`src/rtl/id_ex_shift_skid_pkg.sv`:
```
// Shared types for the ID/EX shift boundary stage: widths, ALU op codes,
// the EX-bound payload bundle and the skid-buffer state encoding.
package id_ex_shift_skid_pkg;

  localparam int EX_DATA_W  = 32;
  localparam int EX_SHAMT_W = 5;

  typedef enum logic [3:0] {
    ALU_ADD = 4'h0,
    ALU_SUB = 4'h1,
    ALU_AND = 4'h2,
    ALU_OR  = 4'h3,
    ALU_XOR = 4'h4,
    ALU_NOR = 4'h5,
    ALU_SLT = 4'h6,
    ALU_SLL = 4'h7,
    ALU_SRL = 4'h8,
    ALU_LUI = 4'h9
  } alu_op_t;

  typedef struct packed {
    logic [EX_DATA_W-1:0]  sft_src;
    logic [EX_SHAMT_W-1:0] sft_shamt;
    logic                  left_right;
    logic [EX_DATA_W-1:0]  rs_data;
    alu_op_t               alu_op;
    logic [4:0]            rd;
    logic                  reg_write;
  } ex_bundle_t;

  localparam int BUNDLE_W = $bits(ex_bundle_t);

  // Encoding is {main_v, skid_v}; 2'b01 can only appear through upset.
  typedef enum logic [1:0] {
    SK_EMPTY = 2'b00,
    SK_BAD   = 2'b01,
    SK_MAIN  = 2'b10,
    SK_FULL  = 2'b11
  } skid_state_t;

endpackage

```
`src/rtl/id_ex_shift_skid_if.sv`:
```
// ID-side and EX-side signal bundle of the ID/EX shift stage.
interface id_ex_shift_skid_if #(
    parameter int DATA_W  = 32,
    parameter int SHAMT_W = 5,
    parameter int CNT_W   = 16
);
    logic               flush_i;
    logic               in_valid_i;
    logic               in_ready_o;
    logic [DATA_W-1:0]  rs_data_i;
    logic [DATA_W-1:0]  rt_data_i;
    logic [SHAMT_W-1:0] shamt_i;
    logic               shift_var_i;
    logic               left_right_i;
    logic [3:0]         alu_op_i;
    logic [4:0]         rd_i;
    logic               reg_write_i;
    logic               out_valid_o;
    logic               out_ready_i;
    logic [DATA_W-1:0]  sft_src_o;
    logic [SHAMT_W-1:0] sft_shamt_o;
    logic               left_right_o;
    logic [DATA_W-1:0]  rs_data_o;
    logic [3:0]         alu_op_o;
    logic [4:0]         rd_o;
    logic               reg_write_o;
    logic [CNT_W-1:0]   stall_cnt_o;

    // The stage itself.
    modport slave (
        input  flush_i, in_valid_i, rs_data_i, rt_data_i, shamt_i,
               shift_var_i, left_right_i, alu_op_i, rd_i, reg_write_i,
               out_ready_i,
        output in_ready_o, out_valid_o, sft_src_o, sft_shamt_o,
               left_right_o, rs_data_o, alu_op_o, rd_o, reg_write_o,
               stall_cnt_o
    );

    // The surrounding pipeline (ID producer plus EX consumer).
    modport master (
        output flush_i, in_valid_i, rs_data_i, rt_data_i, shamt_i,
               shift_var_i, left_right_i, alu_op_i, rd_i, reg_write_i,
               out_ready_i,
        input  in_ready_o, out_valid_o, sft_src_o, sft_shamt_o,
               left_right_o, rs_data_o, alu_op_o, rd_o, reg_write_o,
               stall_cnt_o
    );
endinterface

```
`src/rtl/id_ex_shift_skid_skid_buffer.sv`:
```
// Two-entry skid buffer with a registered upstream ready; the output is
// always driven from the main entry so it stays stable under back-pressure.
module skid_buffer
    import id_ex_shift_skid_pkg::*;
#(
    parameter int W = 8
) (
    input  logic         clk,
    input  logic         rst,
    input  logic         flush,
    input  logic         in_valid,
    output logic         in_ready,
    input  logic [W-1:0] in_data,
    output logic         out_valid,
    input  logic         out_ready,
    output logic [W-1:0] out_data
);

    skid_state_t  state_q, state_d;
    logic         in_ready_q;
    logic         vld_p1, vld_p0;
    logic [W-1:0] main_p1, skid_p0;
    logic         accept, consume;
    logic         ld_main_in, ld_main_skid, ld_skid;

    assign {vld_p1, vld_p0} = state_q;
    assign accept    = in_valid & in_ready_q;
    assign consume   = vld_p1 & out_ready;
    assign in_ready  = in_ready_q;
    assign out_valid = vld_p1;
    assign out_data  = main_p1;

    always_comb begin
        state_d      = state_q;
        ld_main_in   = 1'b0;
        ld_main_skid = 1'b0;
        ld_skid      = 1'b0;
        case (state_q)
            SK_EMPTY: begin
                if (accept) begin
                    state_d    = SK_MAIN;
                    ld_main_in = 1'b1;
                end
            end
            SK_MAIN: begin
                case ({accept, consume})
                    2'b01: state_d = SK_EMPTY;
                    2'b11: ld_main_in = 1'b1;
                    2'b10: begin
                        state_d = SK_FULL;
                        ld_skid = 1'b1;
                    end
                    default: state_d = SK_MAIN;
                endcase
            end
            SK_FULL: begin
                if (consume) begin
                    state_d      = SK_MAIN;
                    ld_main_skid = 1'b1;
                end
            end
            default: state_d = SK_EMPTY;
        endcase
        // Squash wins over any transfer; payload is left as it was.
        if (flush) begin
            state_d      = SK_EMPTY;
            ld_main_in   = 1'b0;
            ld_main_skid = 1'b0;
            ld_skid      = 1'b0;
        end
    end

    // Control: state and the registered ready (= !skid_v of next state).
    always_ff @(posedge clk or posedge rst) begin
        if (rst) begin
            state_q    <= SK_EMPTY;
            in_ready_q <= 1'b1;
        end else begin
            state_q    <= state_d;
            in_ready_q <= ~state_d[0];
        end
    end

    // Payload: main entry (p1) feeds EX, skid entry (p0) catches overflow.
    always_ff @(posedge clk or posedge rst) begin
        if (rst) begin
            main_p1 <= '0;
            skid_p0 <= '0;
        end else begin
            if (ld_main_in)
                main_p1 <= in_data;
            else if (ld_main_skid)
                main_p1 <= skid_p0;
            if (ld_skid)
                skid_p0 <= in_data;
        end
    end

endmodule

```
`src/rtl/id_ex_shift_skid.sv`:
```
// ID/EX boundary for the shifter/ALU: resolves the effective shift amount at
// capture, buffers through a skid buffer and counts back-pressured cycles.
module id_ex_shift_skid
    import id_ex_shift_skid_pkg::*;
#(
    parameter int DATA_W  = EX_DATA_W,
    parameter int SHAMT_W = EX_SHAMT_W,
    parameter int CNT_W   = 16
) (
    input logic              clk_i,
    input logic              rst_i,
    id_ex_shift_skid_if.slave bus
);

    ex_bundle_t       in_b, out_b;
    logic [DATA_W-1:0] rs_in;
    logic [CNT_W-1:0]  stall_q;

    // Variable shifts take only the low rs bits; upper bits are ignored.
    function automatic logic [SHAMT_W-1:0] eff_shamt(
        input logic               shift_var,
        input logic [DATA_W-1:0]  rs,
        input logic [SHAMT_W-1:0] shamt
    );
        return shift_var ? rs[SHAMT_W-1:0] : shamt;
    endfunction

    function automatic logic [CNT_W-1:0] sat_inc(input logic [CNT_W-1:0] c);
        return (&c) ? c : c + 1'b1;
    endfunction

    assign rs_in = bus.rs_data_i;

    // Stage p0: form the EX bundle from ID inputs.
    always_comb begin
        in_b.sft_src    = bus.rt_data_i;
        in_b.sft_shamt  = eff_shamt(bus.shift_var_i, rs_in, bus.shamt_i);
        in_b.left_right = bus.left_right_i;
        in_b.rs_data    = rs_in;
        in_b.alu_op     = alu_op_t'(bus.alu_op_i);
        in_b.rd         = bus.rd_i;
        in_b.reg_write  = bus.reg_write_i;
    end

    skid_buffer #(
        .W(BUNDLE_W)
    ) u_skid (
        .clk      (clk_i),
        .rst      (rst_i),
        .flush    (bus.flush_i),
        .in_valid (bus.in_valid_i),
        .in_ready (bus.in_ready_o),
        .in_data  (in_b),
        .out_valid(bus.out_valid_o),
        .out_ready(bus.out_ready_i),
        .out_data (out_b)
    );

    // Stage p1: main entry drives EX.
    assign bus.sft_src_o    = out_b.sft_src;
    assign bus.sft_shamt_o  = out_b.sft_shamt;
    assign bus.left_right_o = out_b.left_right;
    assign bus.rs_data_o    = out_b.rs_data;
    assign bus.alu_op_o     = out_b.alu_op;
    assign bus.rd_o         = out_b.rd;
    assign bus.reg_write_o  = out_b.reg_write;

    // Flush does not touch the counter; only reset clears it.
    always_ff @(posedge clk_i or posedge rst_i) begin
        if (rst_i)
            stall_q <= '0;
        else if (bus.out_valid_o & ~bus.out_ready_i)
            stall_q <= sat_inc(stall_q);
    end

    assign bus.stall_cnt_o = stall_q;

endmodule

```
`src/flat_wrapper.sv`:
```
// flat-port wrapper written by rule: the top's interface ports become plain ports
module id_ex_shift_skid_flat import id_ex_shift_skid_pkg::*;
#(
    parameter int DATA_W  = EX_DATA_W,
    parameter int SHAMT_W = EX_SHAMT_W,
    parameter int CNT_W   = 16
)
  (clk_i, rst_i, bus_flush_i, bus_in_valid_i, bus_rs_data_i, bus_rt_data_i, bus_shamt_i, bus_shift_var_i, bus_left_right_i, bus_alu_op_i, bus_rd_i, bus_reg_write_i, bus_out_ready_i, bus_in_ready_o, bus_out_valid_o, bus_sft_src_o, bus_sft_shamt_o, bus_left_right_o, bus_rs_data_o, bus_alu_op_o, bus_rd_o, bus_reg_write_o, bus_stall_cnt_o);
  id_ex_shift_skid_if #(.DATA_W(DATA_W), .SHAMT_W(SHAMT_W), .CNT_W(CNT_W)) bus_i ();
  input logic clk_i;
  input logic rst_i;
  input wire logic [$bits(bus_i.flush_i)-1:0] bus_flush_i;
  input wire logic [$bits(bus_i.in_valid_i)-1:0] bus_in_valid_i;
  input wire logic [$bits(bus_i.rs_data_i)-1:0] bus_rs_data_i;
  input wire logic [$bits(bus_i.rt_data_i)-1:0] bus_rt_data_i;
  input wire logic [$bits(bus_i.shamt_i)-1:0] bus_shamt_i;
  input wire logic [$bits(bus_i.shift_var_i)-1:0] bus_shift_var_i;
  input wire logic [$bits(bus_i.left_right_i)-1:0] bus_left_right_i;
  input wire logic [$bits(bus_i.alu_op_i)-1:0] bus_alu_op_i;
  input wire logic [$bits(bus_i.rd_i)-1:0] bus_rd_i;
  input wire logic [$bits(bus_i.reg_write_i)-1:0] bus_reg_write_i;
  input wire logic [$bits(bus_i.out_ready_i)-1:0] bus_out_ready_i;
  output wire logic [$bits(bus_i.in_ready_o)-1:0] bus_in_ready_o;
  output wire logic [$bits(bus_i.out_valid_o)-1:0] bus_out_valid_o;
  output wire logic [$bits(bus_i.sft_src_o)-1:0] bus_sft_src_o;
  output wire logic [$bits(bus_i.sft_shamt_o)-1:0] bus_sft_shamt_o;
  output wire logic [$bits(bus_i.left_right_o)-1:0] bus_left_right_o;
  output wire logic [$bits(bus_i.rs_data_o)-1:0] bus_rs_data_o;
  output wire logic [$bits(bus_i.alu_op_o)-1:0] bus_alu_op_o;
  output wire logic [$bits(bus_i.rd_o)-1:0] bus_rd_o;
  output wire logic [$bits(bus_i.reg_write_o)-1:0] bus_reg_write_o;
  output wire logic [$bits(bus_i.stall_cnt_o)-1:0] bus_stall_cnt_o;
  assign bus_i.flush_i = bus_flush_i;
  assign bus_i.in_valid_i = bus_in_valid_i;
  assign bus_i.rs_data_i = bus_rs_data_i;
  assign bus_i.rt_data_i = bus_rt_data_i;
  assign bus_i.shamt_i = bus_shamt_i;
  assign bus_i.shift_var_i = bus_shift_var_i;
  assign bus_i.left_right_i = bus_left_right_i;
  assign bus_i.alu_op_i = bus_alu_op_i;
  assign bus_i.rd_i = bus_rd_i;
  assign bus_i.reg_write_i = bus_reg_write_i;
  assign bus_i.out_ready_i = bus_out_ready_i;
  assign bus_in_ready_o = bus_i.in_ready_o;
  assign bus_out_valid_o = bus_i.out_valid_o;
  assign bus_sft_src_o = bus_i.sft_src_o;
  assign bus_sft_shamt_o = bus_i.sft_shamt_o;
  assign bus_left_right_o = bus_i.left_right_o;
  assign bus_rs_data_o = bus_i.rs_data_o;
  assign bus_alu_op_o = bus_i.alu_op_o;
  assign bus_rd_o = bus_i.rd_o;
  assign bus_reg_write_o = bus_i.reg_write_o;
  assign bus_stall_cnt_o = bus_i.stall_cnt_o;
  id_ex_shift_skid #(.DATA_W(DATA_W), .SHAMT_W(SHAMT_W), .CNT_W(CNT_W)) u_core (.clk_i(clk_i), .rst_i(rst_i), .bus(bus_i));
endmodule
```
`config.mk`:
```
export PLATFORM = sky130hd
export DESIGN_NAME = id_ex_shift_skid_flat
export DESIGN_NICKNAME = d
export VERILOG_FILES = /design/src/rtl/id_ex_shift_skid_pkg.sv /design/src/rtl/id_ex_shift_skid_if.sv /design/src/rtl/id_ex_shift_skid_skid_buffer.sv /design/src/rtl/id_ex_shift_skid.sv /design/src/flat_wrapper.sv
export SDC_FILE = /design/constraint.sdc
export NUM_CORES = 1
export LEC_CHECK = 0
export ABC_AREA = 1
export ABC_CLOCK_PERIOD_IN_PS = 10530
export BUFFER_PORTS_ARGS = -buffer_cell sky130_fd_sc_hd__clkbuf_2
export CORE_AREA = 2 2 149 114
export DETAILED_ROUTE_END_ITERATION = 8
export DIE_AREA = 0 0 151 116
export MAX_ROUTING_LAYER = met4
export PLACE_DENSITY_LB_ADDON = 0.2
export SYNTH_ARGS = -nofsm -noshare
export SYNTH_HDL_FRONTEND = slang
export SYNTH_HIERARCHICAL = 1
export SYNTH_SLANG_ARGS = --single-unit
```
`constraint.sdc`:
```
create_clock -name clk_i -period 10.53 [get_ports clk_i]
set_input_delay 0.5265 -clock clk_i [delete_from_list [all_inputs] [get_ports clk_i]]
set_output_delay 0.5265 -clock clk_i [all_outputs]
set_load 0.01 [all_outputs]
```
* Word-level counts from Yosys, hierarchy flattened
Cells that the tools add are included.
** Word-level totals
- Register bits :: 179
- Latch bits :: 0
- Memory bits (writable) :: 0
- Bits in read-only memories :: 0
- Output and inout bits :: 98
- Logic and storage cells :: 44
- Memories :: 0
** Cells by class
- Add/sub/neg operators :: 1
- Multiply operators :: 0
- Divide/modulo/power cells :: 0
- Order comparisons :: 0
- Equality and inequality tests :: 8
- Shift-type cells :: 0
- Mux-type cells :: 18
- Bitwise logic cells :: 6
- Reductions and logical operators :: 5
** Operators by type and width (number)
- 80-bit two-way mux :: 2
- 16-bit by 1-bit adder with 16-bit output, second input constant :: 1
- 16-bit AND reduction :: 1
- 2-bit one-hot mux with 3 select lines :: 2
- 1-bit two-way mux :: 9
- 3-bit != test, second input constant :: 3
- 2-bit == test, second input constant :: 4
- 2-bit two-way mux :: 3
- 5-bit two-way mux :: 1
- 1-bit AND :: 3
- 1-bit inverter :: 3
- 3-bit AND reduction :: 1
- 2-bit by 1-bit == test with 1-bit output, second input constant :: 1
- 2-bit zero test :: 1
- 1-bit one-hot mux with 2 select lines :: 1
- 2-bit AND reduction :: 1
- 2-bit nonzero test :: 1

* Longest topological paths before layout
Gate-level depths: netlist of the first run.
- Depth after elaboration :: 6
- Mapped depth :: 9
- Mapped depth without buffers :: 9

* By module
The synthesis of the first run kept the hierarchy.
** Modules (own cells, without submodules)
- skid_buffer :: times used 1, cells an instance 985, area an instance 7627.3 um^2, seq. area each 4080.2 um^2
- id_ex_shift_skid :: times used 1, cells an instance 149, area an instance 1081.0 um^2, seq. area each 400.4 um^2

* Worst setup path before layout of the first run
Ideal clock, no wire load.
- Kind :: reg2reg
- Start point :: register u_core.u_skid.in_ready_q (netlist: u_core/u_skid/in_ready)
- End point :: register u_core.u_skid.skid_p0[51]
- Library setup time :: 130 ps
- Arrival time :: 1445 ps
- Path slack :: 8954 ps
- Cell stages (with the launch flop) :: 8
- Cell sequence :: dfstp_2 -> nand2_1 -> inv_1 -> nand4_1 -> buf_2 -> clkbuf_1 -> nand2_1 -> o21ai_1
** On the way
- Cells in the longest elaborated chain, start to end :: 5
** Ends and longest elaborated chain
- start: declaration :: RTL line id_ex_shift_skid_skid_buffer.sv:20 : logic in_ready_q;
- start signal: assignment :: RTL line id_ex_shift_skid_skid_buffer.sv:80 : in_ready_q <= ~state_d[0];
- 1-bit AND :: RTL line id_ex_shift_skid_skid_buffer.sv:27 : assign accept = in_valid & in_ready_q;
- 2-bit == test :: RTL line id_ex_shift_skid_skid_buffer.sv:46 : case ({accept, consume})
- 1-bit two-way mux :: RTL line id_ex_shift_skid_skid_buffer.sv:46
- 1-bit two-way mux :: RTL line id_ex_shift_skid_skid_buffer.sv:38 : case (state_q)
- 1-bit two-way mux :: RTL line id_ex_shift_skid_skid_buffer.sv:65 : if (flush) begin
- end signal: assignment :: RTL line id_ex_shift_skid_skid_buffer.sv:95 : skid_p0 <= in_data;
- end: declaration :: RTL line id_ex_shift_skid_skid_buffer.sv:22 : logic [W-1:0] main_p1, skid_p0;
No other way between the ends.
A chain may end at the register's enable or synchronous reset.

* Worst setup path after layout of the first run
- Start point :: register u_core.u_skid.in_ready_q (netlist: u_core/u_skid/in_ready)
- End point :: register u_core.u_skid.main_p1[68] (netlist: u_core/u_skid/out_data[68])
** On the way
- Cells in the longest elaborated chain, start to end :: 6
** Ends and longest elaborated chain
- 1-bit AND (*) :: RTL line id_ex_shift_skid_skid_buffer.sv:27
- 2-bit == test :: RTL line id_ex_shift_skid_skid_buffer.sv:46
- 1-bit two-way mux :: RTL line id_ex_shift_skid_skid_buffer.sv:46
- 1-bit one-hot mux with 2 select lines (*) :: RTL line id_ex_shift_skid_skid_buffer.sv:38
- 1-bit two-way mux (*) :: RTL line id_ex_shift_skid_skid_buffer.sv:65
- 80-bit two-way mux / 2-bit nonzero test (equally long branches)
- end signal: assignment :: RTL line id_ex_shift_skid_skid_buffer.sv:91 : main_p1 <= in_data;
- end signal: assignment :: RTL line id_ex_shift_skid_skid_buffer.sv:93 : main_p1 <= skid_p0;
- end: declaration :: RTL line id_ex_shift_skid_skid_buffer.sv:22
Mark *: on every way between the ends. The rest lies on a longest branch, timed or not.

==> metrics, run 1 <==
status complete, no violations; Synth Instances 1134; postcts setup bufs 0; minimum hold slack 0.2134 ns; H-tree depth 4; area grow syn2layout 17.47%; crit path time final 3.111 ns; DRC 0; worst min path class in2async; placement-stage cell area 9638 sq um; TritonCTS clock tree done; most frequent cells in the layout nand2_1 (391), nand3_1 (246), clkbuf_2 (183), dfrtp_1 (178), inv_1 (95); grt total ovfl 0; gpl congestion 0.8415; Top FF cell, synth dfrtp_1; Post-CTS Resized 0; Synth top area share 0.5115; Synth cell types 27; asr flop ratio synth 1.000; crit end category flip-flop; Hold Violations, Final 0; Critical Path Slowest Stage Cell buf_4; YS warnings 6; Worst Skew 0.01122 ns; syn avg cell area 7.679 sq um; Power Internal 1355 uW; CP Launch Type flip-flop; Final Max Tran Viols 0; Initial Util 0.5472; top post-synthesis cells by area dfrtp_1 (51%), nand2_1 (17%), nand3_1 (14%), inv_1 (4.1%), o21ai_0 (3.5%); actual slew at the worst max-slew pin 1.230 ns; maxcap violations 0; Hold-fix buffers, CTS 0; leakage 0.005646 uW; Final Instance Area 10230 sq um; setup TNS 0 ns; drt pass-1 iters 5; final critical-path share of the clock period 0.2955; clk buf depth 2; max incr delay on CP 0.71 ns; Top Ports 184; Synth Register Bits 179; global-route wire length before repair 35.98 mm; Worst Path Arrival 3.42 ns; clock latency on the worst-skew pair 0.42 ns; post-synth net total 1221; DR iter-0 viols 687; Gate power share 0.187; largest net degree at the start of global routing 124; Clock Sinks 179; sw power 569.2 uW; I/O Buffers 183; die area 17520 sq um; worst vdd ir 0.1047 mV; WP data required 10.84 ns; Antenna Nets Post-Route 0; FF+latch area 4481 sq um; number of core rows 40; share of layout cells above drive strength 1 0.1930; Power Density 188.1 nW/um^2; Routed WL 21.92 mm; crit path max fanout 123; Clock transition at path regs 0.06 ns; drt via density 5.352; WS Path Type reg2reg; Inserted Clock Buffers 17; Switching Fraction 0.2958; Clock power frac 0.329; Post-Layout Cell Count 1490; most common cell after layout, fill and taps aside nand2_1; die height 116 microns; Achievable Freq 321.4 MHz; sequential fraction of the synthesis area 0.5145; DPL Wire Length 13.06 mm; Slew HR 0.1799; share of power burned in registers 0.484; GRT Total Usage 0.2675; core area 15920 sq um; CTS Root Cell clkbuf_16; Die Width 151 microns; filler instances 1409; area occupied by multi-input gates 3535 sq um; cell count after placement 1458; Synth Cell Area 8708 sq um; Avg WL per Cell 14.71 microns; antenna cells 0; nets 1354; Final setup viols 0; Reg2Reg Depth 7; initial antenna violation count 0; RSZ-0062 raised after global routing no; crit-path cells nand2_1, a21oi_4, buf_4, nand2_4, buf_4, nand3_1, nand2_1; Post-synth EDFFs 0; vias in the first global route 7138; post-synth top area cell dfrtp_1; Vias 7974
==> cell type report <==
cell class | count | area share
Tap cell | 210 | 0.02568
Multi-Input combinational cell | 778 | 0.3455
Sequential cell | 179 | 0.4380
Clock buffer | 24 | 0.04807
Inverter | 99 | 0.03682
Timing Repair Buffer | 192 | 0.09614
Clock inverter | 8 | 0.009785
==> cell usage after synthesis (2+ instances only) <==
library cell,n
nand2_1,392
nand3_1,246
dfrtp_1,178
inv_1,96
o21ai_0,61
clkbuf_1,46
buf_2,23
o21ai_1,22
nor2_1,18
buf_1,7
xnor2_1,6
mux2_2,5
nand4_1,5
nand2_2,4
a21oi_1,3
inv_2,3
nor2_2,3
nor2_4,3
buf_6,2
nand3b_1,2
nor3_1,2
o21ai_2,2
==> power by group through the flow <==
stage               Combinational (uW)  Sequential (uW)  Clock (uW)
finish                             360              932         632
detailed placement                 363              940           0
floorplan                          202              952           0
CTS                                364              930         642
global placement                   353              938           0
global route                       415              949         680
==> flip-flops by register name (all words and copies together) (netlist names) <==
register                count
u_core/bus.stall_cnt_o     16
u_core/u_skid/in_ready      1
u_core/u_skid/out_data     80
u_core/u_skid/skid_p0      80
u_core/u_skid/state_q       2
==> kinds of logic after synthesis <==
logic type	Yosys count	synth area share
AO/OA/AOI/OAI	89	0.05331
XOR/XNOR	7	0.007040
adder cells (fa/ha/maj)	1	0.001437
buffers and inverters	177	0.08132
flip-flops	179	0.5145
multiplexers	5	0.006465
AND/OR/NAND/NOR	676	0.3359
==> path summary, 6_finish.rpt <==
kind	startpoint	slack, ns	to
max in group asynchronous	rst_i	8.78	u_core/u_skid/out_data[28]$_DFFE_PP0P_
min in group clk_i	bus_rt_data_i[6]	0.35	u_core/u_skid/skid_p0[54]$_DFFE_PP0P_
worst max register to register	u_core/u_skid/in_ready$_DFF_PP1_	7.42	u_core/u_skid/out_data[68]$_DFFE_PP0P_
worst min-delay path	rst_i	0.21	u_core/bus.stall_cnt_o[12]$_DFFE_PP0P_
worst max-delay path	u_core/u_skid/in_ready$_DFF_PP1_	7.42	u_core/u_skid/out_data[68]$_DFFE_PP0P_
worst min register to register	u_core/u_skid/skid_p0[79]$_DFFE_PP0P_	0.49	u_core/u_skid/skid_p0[79]$_DFFE_PP0P_
==> critical path: cells and delay by family, from the launching register on <==
family                 cells  cell delay, ns
AOI/OAI and AO/OA          1            0.13
and+or+nand+nor            4            0.88
buffers and inverters      2            1.34
DFF                        1            0.53
==> metal layers <==
| layer | GRT usage | share of wire | up-vias |
|---|---|---|---|
| met1 | 0.3975 | 0.48 | 3761 |
| met5 | - | 0 | - |
| li1 | - | - | 3894 |
| met4 | 0.07913 | 0.014 | 0 |
| met2 | 0.3776 | 0.44 | 287 |
| met3 | 0.04528 | 0.068 | 32 |
==> through the flow <==
stage / utilization / total power [uW] / setup WS, ns
after floorplan: - / 1154 / 5.600
after global placement: 0.6056 / 1290 / 7.408
after detailed placement: 0.6056 / 1303 / 7.387
after CTS: 0.6428 / 1937 / 7.461
after global routing: 0.6428 / 2044 / 7.219
final: 0.6428 / 1924 / 7.419
(Power assumes the default switching activity.)
==> run 2, diff against run 1 <==
--- a/config.mk
+++ b/config.mk
@@ -6,11 +6,11 @@
 export NUM_CORES = 1
 export LEC_CHECK = 0
 export ABC_AREA = 1
-export ABC_CLOCK_PERIOD_IN_PS = 10530
+export ABC_CLOCK_PERIOD_IN_PS = 2750
 export BUFFER_PORTS_ARGS = -buffer_cell sky130_fd_sc_hd__clkbuf_2
-export CORE_AREA = 2 2 149 114
+export CORE_AREA = 2 2 156 120
 export DETAILED_ROUTE_END_ITERATION = 8
-export DIE_AREA = 0 0 151 116
+export DIE_AREA = 0 0 158 122
 export MAX_ROUTING_LAYER = met4
 export PLACE_DENSITY_LB_ADDON = 0.2
 export SYNTH_ARGS = -nofsm -noshare
==> constraint.sdc (replaced) <==
create_clock -name clk_i -period 2.75 [get_ports clk_i]
set_input_delay 0.1375 -clock clk_i [delete_from_list [all_inputs] [get_ports clk_i]]
set_output_delay 0.1375 -clock clk_i [all_outputs]
set_load 0.01 [all_outputs]
==> run 2 against run 1 <==
Global-route usage is 1.4 points lower. First-iteration DRC count grew 11%. Largest cell class unchanged. Routed wire length grew 5.9%. Setup slack got worse by 6.8 ns. Largest power group unchanged. Register-to-register slack got worse by 6.8 ns. Via count up 2.0%. Worst hold slack got worse by 0.21 ns. Critical endpoint is now u_core/u_skid/out_data[14]$_DFFE_PP0P_. Final cell count up 7.0%. Sequential cell count stayed put. Die area is 10% higher.
==> metrics, run 2 (synthesized netlist as in run 1, its figures left out) <==
Avg WL per Cell 14.55 microns; DPL Wire Length 13.29 mm; max incr delay on CP 0.68 ns; final critical-path share of the clock period 0.7823; Clock Sinks 179; Final Instance Area 10990 sq um; actual slew at the worst max-slew pin 1.015 ns; worst min path class in2reg; cell family with most CP delay simple AND/OR/NAND/NOR gates; die area 19280 sq um; Routed WL 23.21 mm; Final Max Tran Viols 0; Hold-fix buffers, CTS 63; Hold Violations, Final 0; crit path time final 2.151 ns; Clock transition at path regs 0.07 ns; WP data required 3.06 ns; Critical Path Slowest Stage Cell buf_4; area grow syn2layout 26.25%; most common cell after layout, fill and taps aside nand2_1; drt pass-1 iters 5; drt via density 5.099; nets 1422; Worst Path Arrival 2.46 ns; maxcap violations 0; Initial Util 0.4846; gpl congestion 0.8300; postcts setup bufs 0; RSZ-0062 raised after global routing no; Final setup viols 0; grt total ovfl 0; antenna cells 0; crit path max fanout 65; share of layout cells above drive strength 1 0.1884; Antenna Nets Post-Route 0; Slew HR 0.3220; Power Density 671.2 nW/um^2; clk buf depth 2; Post-CTS Resized 0; Vias 8133; crit end category flip-flop; Tot Pwr 7380 uW; TritonCTS clock tree done; most frequent cells in the layout nand2_1 (391), nand3_1 (246), clkbuf_2 (183), dfrtp_1 (178), inv_1 (95); DR iter-0 viols 760; clock latency on the worst-skew pair 0.42 ns; largest net degree at the start of global routing 135; number of core rows 43; DRC 0; Top Ports 184; global-route wire length before repair 37.81 mm; worst vdd ir 0.2958 mV; H-tree depth 4; initial antenna violation count 0; WS Path Type reg2reg; setup TNS 0 ns; vias in the first global route 7462; die height 122 microns; Inserted Clock Buffers 17; crit-path cells nor2_4, buf_4, nand3_1, nand2_1, nand2_1; placement-stage cell area 9801 sq um; CTS Root Cell clkbuf_16; core area 17970 sq um; I/O Buffers 183; Worst Skew 0.01265 ns; most used cell, CP nand2_1; leakage 0.005957 uW; Critical path buffers and inverters 1; Achievable Freq 464.8 MHz; filler instances 1646; GRT Total Usage 0.2536; minimum hold slack 0.007927 ns; CP Launch Type flip-flop; status complete, no violations; Die Width 158 microns
==> run 2: cell types whose count changed in the layout (fill, tap and decap cells not counted) <==
cell | previous run | this run
bufinv_16 | 2 | 1
nand2_2 | 4 | 3
clkbuf_1 | 3 | 1
clkinv_2 | 2 | 4
clkinv_4 | 0 | 1
buf_12 | 0 | 6
inv_6 | 1 | 2
dlygate4sd3_1 | 0 | 63
clkinvlp_4 | 4 | 5
buf_4 | 9 | 8
nand2_4 | 1 | 2
clkbuf_8 | 4 | 2
==> run 2: stage by stage <==
stage | setup WS [ns] | std cells | utilization
final | 0.5985 | 1595 | 0.6118
after floorplan | 0.5425 | 1134 | -
after global routing | 0.4800 | 1595 | 0.6118
after CTS | 0.6514 | 1595 | 0.6118
after detailed placement | 0.7215 | 1500 | 0.5454
after global placement | 0.7488 | 1500 | 0.5454
==> run 2: layout make-up <==
class                   instances  area (sq um)  share of cell area
clock inverters                12         106.4            0.009673
well taps                     247         309.0             0.02811
multi-input cells             778          3540              0.3220
inverters                      99         375.4             0.03414
clock buffers                  20         456.7             0.04154
flip-flops and latches        179          4481              0.4075
repair buffers                260          1727              0.1571
==> run 2: final timing paths <==
check / from / end / slack (ns) / cells after the start
worst max register to register: u_core/u_skid/state_q[0]$_DFF_PP0_ / u_core/u_skid/out_data[14]$_DFFE_PP0P_ / 0.60 / 5
max in group asynchronous: rst_i / u_core/u_skid/skid_p0[71]$_DFFE_PP0P_ / 1.50 / 4
worst min-delay path: bus_rs_data_i[27] / u_core/u_skid/skid_p0[37]$_DFFE_PP0P_ / 0.008 / 3
worst min register to register: u_core/u_skid/skid_p0[47]$_DFFE_PP0P_ / u_core/u_skid/skid_p0[47]$_DFFE_PP0P_ / 0.48 / 2
worst max-delay path: u_core/u_skid/state_q[0]$_DFF_PP0_ / u_core/u_skid/out_data[14]$_DFFE_PP0P_ / 0.60 / 5
min in group asynchronous: rst_i / u_core/bus.stall_cnt_o[14]$_DFFE_PP0P_ / 0.36 / 3
==> run 2: tightest hold or removal path, delay by kind of cell <==
kind / cells / cell delay (ns)
AO/OA/AOI/OAI: 1 / 0.09
buffers and inverters: 2 / 0.16
==> run 2: routing by layer <==
metal  routed length (microns)  GRT usage
met1                     11280     0.3689
met2                     10310     0.3688
met3                      1477    0.05941
met4                       142    0.04223
met5                         0          -
==> run 2: power by group <==
| part | total (uW) | switching [uW] | internal, uW |
|---|---|---|---|
| clock | 2350 | 1060 | 1300 |
| combinational | 1470 | 845 | 620 |
| sequential | 3560 | 358 | 3200 |
